## src/rtl/axis_ask_uart_pkg.sv

```systemverilog
// Shared definitions for the ASK UART transmit cores.
// Holds the serialiser state encoding, parity-mode constants and a helper
// that reports whether a parity mode emits a parity bit.
package axis_ask_uart_pkg;

  localparam int unsigned PAR_W = 2;

  // Serialiser states, one per line phase of a UART frame.
  typedef enum logic [2:0] {
    ST_IDLE   = 3'd0,
    ST_START  = 3'd1,
    ST_DATA   = 3'd2,
    ST_PARITY = 3'd3,
    ST_STOP   = 3'd4
  } tx_state_e;

  // Parity modes as seen on cfg_parity; code 3 also means no parity.
  localparam logic [PAR_W-1:0] PAR_NONE = PAR_W'(0);
  localparam logic [PAR_W-1:0] PAR_EVEN = PAR_W'(1);
  localparam logic [PAR_W-1:0] PAR_ODD  = PAR_W'(2);

  // True when the mode inserts a parity bit between data and stop.
  function automatic logic par_enabled(input logic [PAR_W-1:0] mode);
    return (mode == PAR_EVEN) || (mode == PAR_ODD);
  endfunction

endpackage

```

## src/rtl/ask_uart_sync_fifo.sv

```systemverilog
// Single-clock show-ahead FIFO used to buffer words ahead of the serialiser.
// Ports:
//   clk, rst     clock and synchronous active-low reset
//   wr_en/wr_data  write request and word; ignored while full
//   rd_en        pop the head word; ignored while empty
//   rd_data_c    head word, combinational from the read pointer
//   full_c       combinational, level equals depth
//   empty_c      combinational, level equals zero
//   level        registered count of words held, 0..2**AW
module ask_uart_sync_fifo #(
  parameter int unsigned WIDTH = 8,
  parameter int unsigned AW    = 4
) (
  input  logic             clk,
  input  logic             rst,
  input  logic             wr_en,
  input  logic [WIDTH-1:0] wr_data,
  input  logic             rd_en,
  output logic [WIDTH-1:0] rd_data_c,
  output logic             full_c,
  output logic             empty_c,
  output logic [AW:0]      level
);

  localparam int unsigned DEPTH = 1 << AW;
  localparam int unsigned LVL_W = AW + 1;

  logic [WIDTH-1:0] mem [DEPTH];
  logic [AW-1:0]    wr_ptr;
  logic [AW-1:0]    rd_ptr;
  logic             wr_ok;
  logic             rd_ok;

  // Flags derive from the registered level, so a fresh write is not
  // visible to the reader until the following cycle.
  assign full_c    = (level == LVL_W'(DEPTH));
  assign empty_c   = (level == '0);
  assign wr_ok     = wr_en & ~full_c;
  assign rd_ok     = rd_en & ~empty_c;
  assign rd_data_c = mem[rd_ptr];

  // Storage array; contents need no reset because level gates every read.
  always_ff @(posedge clk) begin
    if (wr_ok) begin
      mem[wr_ptr] <= wr_data;
    end
  end

  // Pointers and occupancy.
  always_ff @(posedge clk) begin
    if (!rst) begin
      wr_ptr <= '0;
      rd_ptr <= '0;
      level  <= '0;
    end else begin
      if (wr_ok) begin
        wr_ptr <= wr_ptr + AW'(1);
      end
      if (rd_ok) begin
        rd_ptr <= rd_ptr + AW'(1);
      end
      unique case ({wr_ok, rd_ok})
        2'b10:   level <= level + LVL_W'(1);
        2'b01:   level <= level - LVL_W'(1);
        default: level <= level;
      endcase
    end
  end

endmodule

```

## src/rtl/axis_ask_uart_tx_cfg.sv

```systemverilog
// AXI-Stream to ASK-modulated UART transmitter with runtime frame config.
// Words are buffered in a FIFO, then sent LSB-first as start/data/parity/stop
// frames; the line level is mapped to programmable ASK amplitude codes.
// Ports:
//   clk, rst         clock and synchronous active-low reset
//   i_tdata/i_tvalid/i_tready  input stream; i_tready = FIFO not full
//   cfg_clkdiv       clk cycles per bit (0 behaves as 1)
//   cfg_parity       0/3 none, 1 even, 2 odd
//   cfg_stop2        two stop bits when set
//   cfg_mark_level   ASK code for line = 1
//   cfg_space_level  ASK code for line = 0
//   fifo_level       words buffered
//   busy             frame in progress
//   baudclk          one-cycle pulse at the last cycle of each bit
//   ask_tx           registered ASK amplitude code
module axis_ask_uart_tx_cfg
  import axis_ask_uart_pkg::*;
#(
  parameter int unsigned DATA_BITS    = 8,
  parameter int unsigned FIFO_AW      = 4,
  parameter int unsigned ASK_WIDTH    = 2,
  parameter int unsigned CLKDIV_WIDTH = 16
) (
  input  logic                    clk,
  input  logic                    rst,
  input  logic [DATA_BITS-1:0]    i_tdata,
  input  logic                    i_tvalid,
  output logic                    i_tready,
  input  logic [CLKDIV_WIDTH-1:0] cfg_clkdiv,
  input  logic [PAR_W-1:0]        cfg_parity,
  input  logic                    cfg_stop2,
  input  logic [ASK_WIDTH-1:0]    cfg_mark_level,
  input  logic [ASK_WIDTH-1:0]    cfg_space_level,
  output logic [FIFO_AW:0]        fifo_level,
  output logic                    busy,
  output logic                    baudclk,
  output logic [ASK_WIDTH-1:0]    ask_tx
);

  localparam int unsigned IDX_W = (DATA_BITS > 1) ? $clog2(DATA_BITS) : 1;

  // FIFO interface
  logic [DATA_BITS-1:0] fifo_rd_data;
  logic                 fifo_full;
  logic                 fifo_empty;
  logic                 wr_en;
  logic                 pop;

  // Serialiser state and frame-latched configuration
  tx_state_e             state_q, state_d;
  logic [CLKDIV_WIDTH-1:0] cnt_q, cnt_d;
  logic [IDX_W-1:0]      bit_idx_q, bit_idx_d;
  logic                  stop_idx_q, stop_idx_d;
  logic [DATA_BITS-1:0]  data_q, data_d;
  logic [CLKDIV_WIDTH-1:0] div_q, div_d;
  logic [PAR_W-1:0]      par_q, par_d;
  logic                  stop2_q, stop2_d;
  logic [ASK_WIDTH-1:0]  mark_q, mark_d;
  logic [ASK_WIDTH-1:0]  space_q, space_d;

  // Next values of the registered outputs
  logic                  bit_end;
  logic                  line_d;
  logic [ASK_WIDTH-1:0]  ask_d;
  logic                  busy_d;
  logic                  baud_d;

  assign i_tready = ~fifo_full;
  assign wr_en    = i_tvalid & ~fifo_full;
  assign bit_end  = (cnt_q == div_q - CLKDIV_WIDTH'(1));

  ask_uart_sync_fifo #(
    .WIDTH (DATA_BITS),
    .AW    (FIFO_AW)
  ) u_fifo (
    .clk       (clk),
    .rst       (rst),
    .wr_en     (wr_en),
    .wr_data   (i_tdata),
    .rd_en     (pop),
    .rd_data_c (fifo_rd_data),
    .full_c    (fifo_full),
    .empty_c   (fifo_empty),
    .level     (fifo_level)
  );

  // Next-state, pop/latch control and next values of the registered outputs.
  // Outputs are registered from next-state so ask_tx lines up with state_q.
  always_comb begin
    state_d    = state_q;
    cnt_d      = cnt_q;
    bit_idx_d  = bit_idx_q;
    stop_idx_d = stop_idx_q;
    data_d     = data_q;
    div_d      = div_q;
    par_d      = par_q;
    stop2_d    = stop2_q;
    mark_d     = mark_q;
    space_d    = space_q;
    pop        = 1'b0;
    line_d     = 1'b1;
    ask_d      = cfg_mark_level;
    busy_d     = 1'b0;
    baud_d     = 1'b0;

    if (state_q != ST_IDLE) begin
      cnt_d = bit_end ? '0 : cnt_q + CLKDIV_WIDTH'(1);
    end

    unique case (state_q)
      ST_IDLE: begin
        if (!fifo_empty) begin
          pop = 1'b1;
        end
      end
      ST_START: begin
        if (bit_end) begin
          state_d   = ST_DATA;
          bit_idx_d = '0;
        end
      end
      ST_DATA: begin
        if (bit_end) begin
          if (bit_idx_q == IDX_W'(DATA_BITS - 1)) begin
            state_d    = par_enabled(par_q) ? ST_PARITY : ST_STOP;
            stop_idx_d = 1'b0;
          end else begin
            bit_idx_d = bit_idx_q + IDX_W'(1);
          end
        end
      end
      ST_PARITY: begin
        if (bit_end) begin
          state_d    = ST_STOP;
          stop_idx_d = 1'b0;
        end
      end
      ST_STOP: begin
        if (bit_end) begin
          if (stop2_q && !stop_idx_q) begin
            stop_idx_d = 1'b1;
          end else if (!fifo_empty) begin
            pop = 1'b1;
          end else begin
            state_d = ST_IDLE;
          end
        end
      end
      default: state_d = ST_IDLE;
    endcase

    // Pop latches the word and a snapshot of the configuration for one frame.
    if (pop) begin
      state_d = ST_START;
      cnt_d   = '0;
      data_d  = fifo_rd_data;
      div_d   = (cfg_clkdiv == '0) ? CLKDIV_WIDTH'(1) : cfg_clkdiv;
      par_d   = cfg_parity;
      stop2_d = cfg_stop2;
      mark_d  = cfg_mark_level;
      space_d = cfg_space_level;
    end

    unique case (state_d)
      ST_START:  line_d = 1'b0;
      ST_DATA:   line_d = data_d[bit_idx_d];
      ST_PARITY: line_d = (par_d == PAR_ODD) ? ~(^data_d) : ^data_d;
      default:   line_d = 1'b1;
    endcase

    busy_d = (state_d != ST_IDLE);
    baud_d = busy_d && (cnt_d == div_d - CLKDIV_WIDTH'(1));
    if (busy_d) begin
      ask_d = line_d ? mark_d : space_d;
    end
  end

  // State, timer, latched config and registered outputs.
  always_ff @(posedge clk) begin
    if (!rst) begin
      state_q    <= ST_IDLE;
      cnt_q      <= '0;
      bit_idx_q  <= '0;
      stop_idx_q <= 1'b0;
      data_q     <= '0;
      div_q      <= CLKDIV_WIDTH'(1);
      par_q      <= PAR_NONE;
      stop2_q    <= 1'b0;
      mark_q     <= '0;
      space_q    <= '0;
      ask_tx     <= cfg_mark_level;
      busy       <= 1'b0;
      baudclk    <= 1'b0;
    end else begin
      state_q    <= state_d;
      cnt_q      <= cnt_d;
      bit_idx_q  <= bit_idx_d;
      stop_idx_q <= stop_idx_d;
      data_q     <= data_d;
      div_q      <= div_d;
      par_q      <= par_d;
      stop2_q    <= stop2_d;
      mark_q     <= mark_d;
      space_q    <= space_d;
      ask_tx     <= ask_d;
      busy       <= busy_d;
      baudclk    <= baud_d;
    end
  end

endmodule

```

## config.mk

```make
export PLATFORM = sky130hd
export DESIGN_NAME = axis_ask_uart_tx_cfg
export DESIGN_NICKNAME = d
export VERILOG_FILES = /design/src/rtl/axis_ask_uart_pkg.sv /design/src/rtl/ask_uart_sync_fifo.sv /design/src/rtl/axis_ask_uart_tx_cfg.sv
export SDC_FILE = /design/constraint.sdc
export NUM_CORES = 1
export LEC_CHECK = 0
export CAP_MARGIN = 25
export CORE_MARGIN = 5
export CORE_UTILIZATION = 25
export CTS_CLUSTER_SIZE = 8
export DETAILED_ROUTE_END_ITERATION = 12
export HOLD_SLACK_MARGIN = 0.02
export PLACE_DENSITY = 0.38
export SYNTH_ARGS = -nofsm -noshare
export SYNTH_HDL_FRONTEND = slang
export SYNTH_HIERARCHICAL = 1
export SYNTH_SLANG_ARGS = --single-unit
```

## constraint.sdc

```tcl
create_clock -name clk -period 5.2 [get_ports clk]
set_clock_uncertainty 0.15 [all_clocks]
set_input_delay 1.04 -clock clk [delete_from_list [all_inputs] [get_ports clk]]
set_output_delay 1.04 -clock clk [all_outputs]
set_load 0.005 [all_outputs]
```

* Word level (Yosys, flattened, before mapping) *
Memories as Yosys holds them, arrays and structs flattened. A register that Yosys moved wholly into a read port is not among the register bits.
Cells that the tools add are included.

word-level totals
  bits of input ports = 34
  bits in latches = 0
  register bits = 71
  memories kept = 1
  bits in read-only memories = 0
  logic and storage cells = 111
  output and inout port bits = 10
  RAM bits = 128

memories
  memory      words  bits a word  read ports  clocked after Yosys merged registers in  write ports  RTL line                  RTL
  u_fifo.mem  16     8            1           1                                        1            ask_uart_sync_fifo.sv:28  logic [WIDTH-1:0] mem [DEPTH];

operators by class
  bitwise operators = 6
  equality and inequality tests = 21
  mux-type cells = 45
  shifts and indexed selects = 0
  div/mod/pow operators = 0
  reduce and logical (&&, ||, !) cells = 13
  add/subtract/negate cells = 8
  $mul = 0
  order comparisons = 1

operators by type and width
  operator                                             number
  2-to-1 mux 16 bit                                    5
  2-to-1 mux 3 bit                                     12
  == test 16 bit                                       2
  subtractor 16 x 1 -> 16 bit (second input constant)  2
  adder 16 x 1 -> 16 bit (second input constant)       1
  zero test 16 bit                                     1
  one-hot mux 3 bit (5 select lines)                   1
  == test 3 x 2 -> 1 bit (second input constant)       4
  2-to-1 mux 1 bit                                     12
  2-to-1 mux 2 bit                                     6
  != test 2 bit (second input constant)                5
  one-hot mux 5 bit (2 select lines)                   1
  nonzero test 3 bit                                   3
  adder 4 x 1 -> 4 bit (second input constant)         2
  2-to-1 mux 4 bit                                     2
  2-to-1 mux 8 bit                                     1
  XOR reduction 8 bit                                  1
  == test 2 bit (second input constant)                3
  == test 3 x 1 -> 1 bit (second input constant)       2
  == test 3 bit (second input constant)                2
  one-hot mux 1 bit (3 select lines)                   2
  one-hot mux 3 bit (2 select lines)                   1
  AND reduction 6 bit                                  1
  adder 5 x 1 -> 5 bit (second input constant)         1
  other kinds (15)                                     21

* Logic depth before layout (Yosys ltp) *
  depth in word-level cells = 13
  gate-level depth with buffers = 26
  depth with buffers taken out = 21

* Hierarchy *
Netlist, hierarchy kept.

modules (own cells, without submodules)
  module                times used  sequential area each (sq um)  area an instance (sq um)  cells an instance
  ask_uart_sync_fifo    1           4,184.0                       5,967.0                   307
  axis_ask_uart_tx_cfg  1           1,161.1                       4,226.6                   526

* Worst setup path before layout *
OpenSTA, ideal clock, no wires.

  path kind = register -> register
  start point = register div_q[3]
  end point = register baudclk
  path buffers = 6
  clock period less this slack = 5.181 ns
  setup slack = 0.019 ns
  stages on the path, launching flop included = 25
  library setup time = 0.061 ns
  arrival time = 4.970 ns
  required time = 4.989 ns
  cells stage by stage = dfxtp_1 buf_4 or4_4 a2111oi_2 a21oi_1 a22o_1 or2_2 buf_6 o31a_1 buf_6 inv_12 buf_4 buf_4 buf_2 mux2i_1 ha_1 nand3_1 or2_2 nor2_1 mux2i_1 xor2_1 xnor2_1 nand4_1 a2111oi_2 and4_1

between the ends
  longest elaborated chain between the ends = 8
  elaborated cells between the ends (all ways) = 18

ends and longest elaborated chain
  item                                  RTL line                     RTL
  start: declaration                    axis_ask_uart_tx_cfg.sv:55   logic [CLKDIV_WIDTH-1:0] div_q, div_d;
  start signal: assignment              axis_ask_uart_tx_cfg.sv:200  div_q <= div_d;
  subtractor 16 x 1 -> 16 bit *         axis_ask_uart_tx_cfg.sv:70   assign bit_end = (cnt_q == div_q - CLKDIV_WIDTH'(1));
  == test 16 bit *                      axis_ask_uart_tx_cfg.sv:70
  2-to-1 mux 1 bit *                    axis_ask_uart_tx_cfg.sv:139  if (bit_end) begin
  one-hot mux 1 bit (2 select lines) *  axis_ask_uart_tx_cfg.sv:110  unique case (state_q)
  net pop                               axis_ask_uart_tx_cfg.sv:47   logic pop;
  2-to-1 mux 16 bit                     axis_ask_uart_tx_cfg.sv:153  if (pop) begin
  subtractor 16 x 1 -> 16 bit           axis_ask_uart_tx_cfg.sv:172  baud_d = busy_d && (cnt_d == div_d - CLKDIV_WIDTH'(1));
  == test 16 bit                        axis_ask_uart_tx_cfg.sv:172
  logical AND 1 bit *                   axis_ask_uart_tx_cfg.sv:172
  end signal: assignment                axis_ask_uart_tx_cfg.sv:207  baudclk <= baud_d;
  end: declaration                      axis_ask_uart_tx_cfg.sv:36   output logic baudclk,

Mark *: on every way through the listed nets, which the timed path passes. The rest lies on a longest branch.
A chain may end at the register's enable or synchronous reset.

* Final worst setup path *
  start point = register div_q[0]
  end point = register baudclk

between the ends
  longest elaborated chain between the ends = 8
  elaborated cells between the ends (all ways) = 18

ends and longest elaborated chain
  item                                RTL line
  subtractor 16 x 1 -> 16 bit         axis_ask_uart_tx_cfg.sv:70
  == test 16 bit                      axis_ask_uart_tx_cfg.sv:70
  2-to-1 mux 1 bit                    axis_ask_uart_tx_cfg.sv:139
  one-hot mux 1 bit (2 select lines)  axis_ask_uart_tx_cfg.sv:110
  2-to-1 mux 16 bit                   axis_ask_uart_tx_cfg.sv:153
  subtractor 16 x 1 -> 16 bit         axis_ask_uart_tx_cfg.sv:172
  == test 16 bit                      axis_ask_uart_tx_cfg.sv:172
  logical AND 1 bit *                 axis_ask_uart_tx_cfg.sv:172

Every way passes the cells marked *; elsewhere a longest branch is shown, timed or not.

==> impl_metrics.yaml <==
setup_path:
  cpMostUsedCell: "or2_2"
  worstPathArrival_ns: 5.16
  slowest_stage: "nor4b_4"
  path_max_fanout: 16
  cp-start-kind: "flip-flop"
  r2r_start: "div_q[0]"
  cp-end-kind: "flip-flop"
  crit_chain: "inv_1 -> ha_1 -> nor4b_4 -> a31oi_1 -> nor4bb_1 -> nor3_1 -> or2_2 -> o31a_4 -> inv_12 -> mux2i_2 -> ha_2 -> nand3_1 -> or2_2 -> nor2_1 -> mux2i_1 -> xor2_1 -> xnor2_1 -> nand4_1 -> a2111oi_2 -> and4_1"
  slowest_delay_ns: 0.43
  path_class: "flip-flop to flip-flop"
  reg2reg_to: "baudclk"
  cp.required_ns: 5.56
  r2r_cells: 20
  r2r_slack_ns: 0.40
sta:
  finalCritPeriodShare: 0.923
  finalSetupViolCount: 0
  slew_viol_final: 0
  rsz0062_at_grt: "false"
  fin_crit_ns: 4.80
  fin_setup_tns_ns: 0
  max-slew-margin-rel: 0.392
  fmax_mhz: 208
  worst_slew_pin_slew_ns: 0.908
  finalHoldViolations: 0
cts:
  clk_path_buf_depth: 3
  cts_sinks: 203
  cts-htree-levels: 1
  cts_hold_buf: 0
  tritoncts: "yes"
  clock_latency_ns: 0.56
  cts_buffers: 29
  cts-root-buf: "clkbuf_16"
  clk_pin_slew_ns: 0.05
run:
  max_cap_viol_count: 0
worst_hold_path:
  min_path_type: "flip-flop to flip-flop"
  worst_hold_path.num_cells: 2
  hold_end: "mark_q[1]"
  min_from: "mark_q[1]"
yosys:
  syn_inst: 833
  synth_seq_cells: 203
  yosysSeqAreaShare: 0.524
  synth_top_area_cell: "edfxtp_1"
  synth.avg_cell_area_um2: 12.2
  ys_types: 75
  synth.cell_area_um2: 10200
  synth_nets: 879
  ys_warn_count: 6
  dominantRegCellSynth: "edfxtp_1"
  synthArstFlopShare: 0
  synth_area_leaders: "edfxtp_1 38%, dfxtp_1 15%, mux4_1 7.2%"
  synth_edf_count: 128
  yosysTopAreaCellShare: 0.377
global_route:
  grtUsageTotal: 0.118
  grt_max_degree: 34
  grt_pass1_wl_um: 41300
  first_global_vias: 6882
  overflow: 0
  antenna_found_initial: 0
status:
  run_status: "complete, no violations"
detailed_routing:
  drt-total-wl_um: 26700
  first_pass_iters: 6
  drc_errors: 0
  vias_per_cell: 4.59
  num_vias: 6616
  drt_iter0_drc: 230
  wl_per_cell_um: 18.5
  ant_nets: 0
floorplan:
  start_util: 0.251
  io_pins: 44
  dieArea_um2: 44900
  core_um2: 40600
  dieHeight_um: 212
  die_w_um: 212
  num_rows: 74
final_layout:
  area_growth_pct: 19.1
  diodes: 0
  drive_above_1_share: 0.114
  nets: 935
  final_cells: 1442
placement:
  post-dp-hpwl_um: 19300
  place.gp.congestion: 0.765
  placed_cells: 1387
  numPortBuffers: 43
power:
  peakVddDrop_v: 0.000262
  powerDensity_nw_per_um2: 611
  p_leak_nw: 4.08
==> worst max path at each step <==
stage / start / to / cells past startpoint
after detailed placement: div_q[0] / baudclk / 20
final: div_q[0] / baudclk / 20
after global routing: div_q[0] / baudclk / 20
after floorplan: div_q[3] / baudclk / 24
after CTS: div_q[0] / baudclk / 20
after global placement: div_q[0] / baudclk / 20
==> Yosys cell counts, drive strengths merged (8+ instances only) <==
cell    instances
edfxtp        128
nor2           85
dfxtp          75
nand2          60
xnor2          52
mux4           40
mux2i          30
nor2b          28
xor2           27
nor3           26
clkbuf         23
buf            22
a21oi          19
inv            16
nand3          16
a21boi         14
nand2b         14
o21ai          14
ha             12
o211ai         10
or3             9
nand4           8
==> stage by stage <==
stage	cell area [um2]	worst slack [ns]	hold WS (ns)	power, mW	utilization
6_report	12100	0.399	0.323	7.42	0.299
5_1_grt	12100	0.00627	0.368	7.96	0.299
4_1_cts	12100	0.265	0.331	7.49	0.298
3_5_place_dp	11300	0.289	0.323	5.68	0.278
3_3_place_gp	11300	0.348	0.317	5.71	0.278
2_1_floorplan	10200	0.0194	0.299	4.65	-
==> cell families after synthesis <==
| kind of cell | share of synthesized area |
|---|---|
| simple gates | 0.155 |
| flops | 0.524 |
| compound gates | 0.0750 |
| xor+xnor | 0.0686 |
| mux | 0.130 |
| buf+inv | 0.0320 |
| fa+ha+maj | 0.0147 |
==> routing by layer <==
layer  track usage  vias to the layer above  part of all wire
met5             0                        -                 0
met4        0.0367                        0             0.032
met3        0.0215                       53             0.030
met1         0.153                     3248              0.45
met2         0.201                       98              0.49
li1              -                     3217                 -
==> sequential cells by signal, summed over array words and instances (netlist names), 3 cells and up, named ones only <==
signal and flops:
bit_idx_q 3, u_fifo/wr_ptr 4, state_q 3, u_fifo/level 5
u_fifo/rd_ptr 4, cnt_q 16, div_q 16, data_q 8
u_fifo/mem 128
==> worst max-delay path, delay by kind of cell, from the launching register on <==
| kind | cells | cell delay (ns) |
|---|---|---|
| xor gates and xnor gates | 2 | 0.34 |
| AOI/OAI and AO/OA | 3 | 0.87 |
| buffers and inverters | 2 | 0.18 |
| DFF | 1 | 0.35 |
| adders and majority gates | 2 | 0.44 |
| muxes | 2 | 0.33 |
| and+or+nand+nor | 9 | 2.05 |
==> timing repair <==
item,CTS,global route
hold endpoints to repair,0,0
endpoints found under the setup margin,0,1
buffers inserted,0,3
gates resized for setup,0,7
==> cell type report <==
| cell class | count | area [um2] |
|---|---|---|
| multi-input cells | 568 | 4570 |
| clock buffers | 51 | 818 |
| clock inverters | 1 | 20.0 |
| fillers | 4190 | 28400 |
| flip-flops and latches | 203 | 5350 |
| inverters | 17 | 81.3 |
| well taps | 532 | 666 |
| repair buffers | 70 | 641 |
==> report_power, final <==
| part | internal, mW | switching [mW] | leakage [nW] |
|---|---|---|---|
| registers | 1.93 | 0.219 | 1.77 |
| clock network | 1.05 | 0.701 | 0.399 |
| logic | 1.50 | 2.02 | 1.91 |
==> cell usage in the layout (no fill, tap or decap), types with 4 or more instances in the layout <==
master and instances:
a21boi_0 13, a21oi_1 19, a31oi_1 5, and2_1 6, and3_1 7, buf_4 26, clkbuf_1 21, clkbuf_16 29
clkdlybuf4s50_1 42, dfxtp_1 73, edfxtp_1 128, ha_1 11, inv_1 15, mux2i_1 27, mux4_1 28, mux4_2 12
nand2_1 60, nand2b_1 14, nand3_1 16, nand3b_1 6, nand4_1 8, nand4b_1 4, nor2_1 84, nor2b_1 28
nor3_1 22, nor3_2 4, nor3b_1 5, nor4_1 6, o211ai_1 8, o21a_1 4, o21ai_0 11, o31ai_1 6
or3_1 8, xnor2_1 51, xor2_1 27
Power figures use the tool's default switching activity.
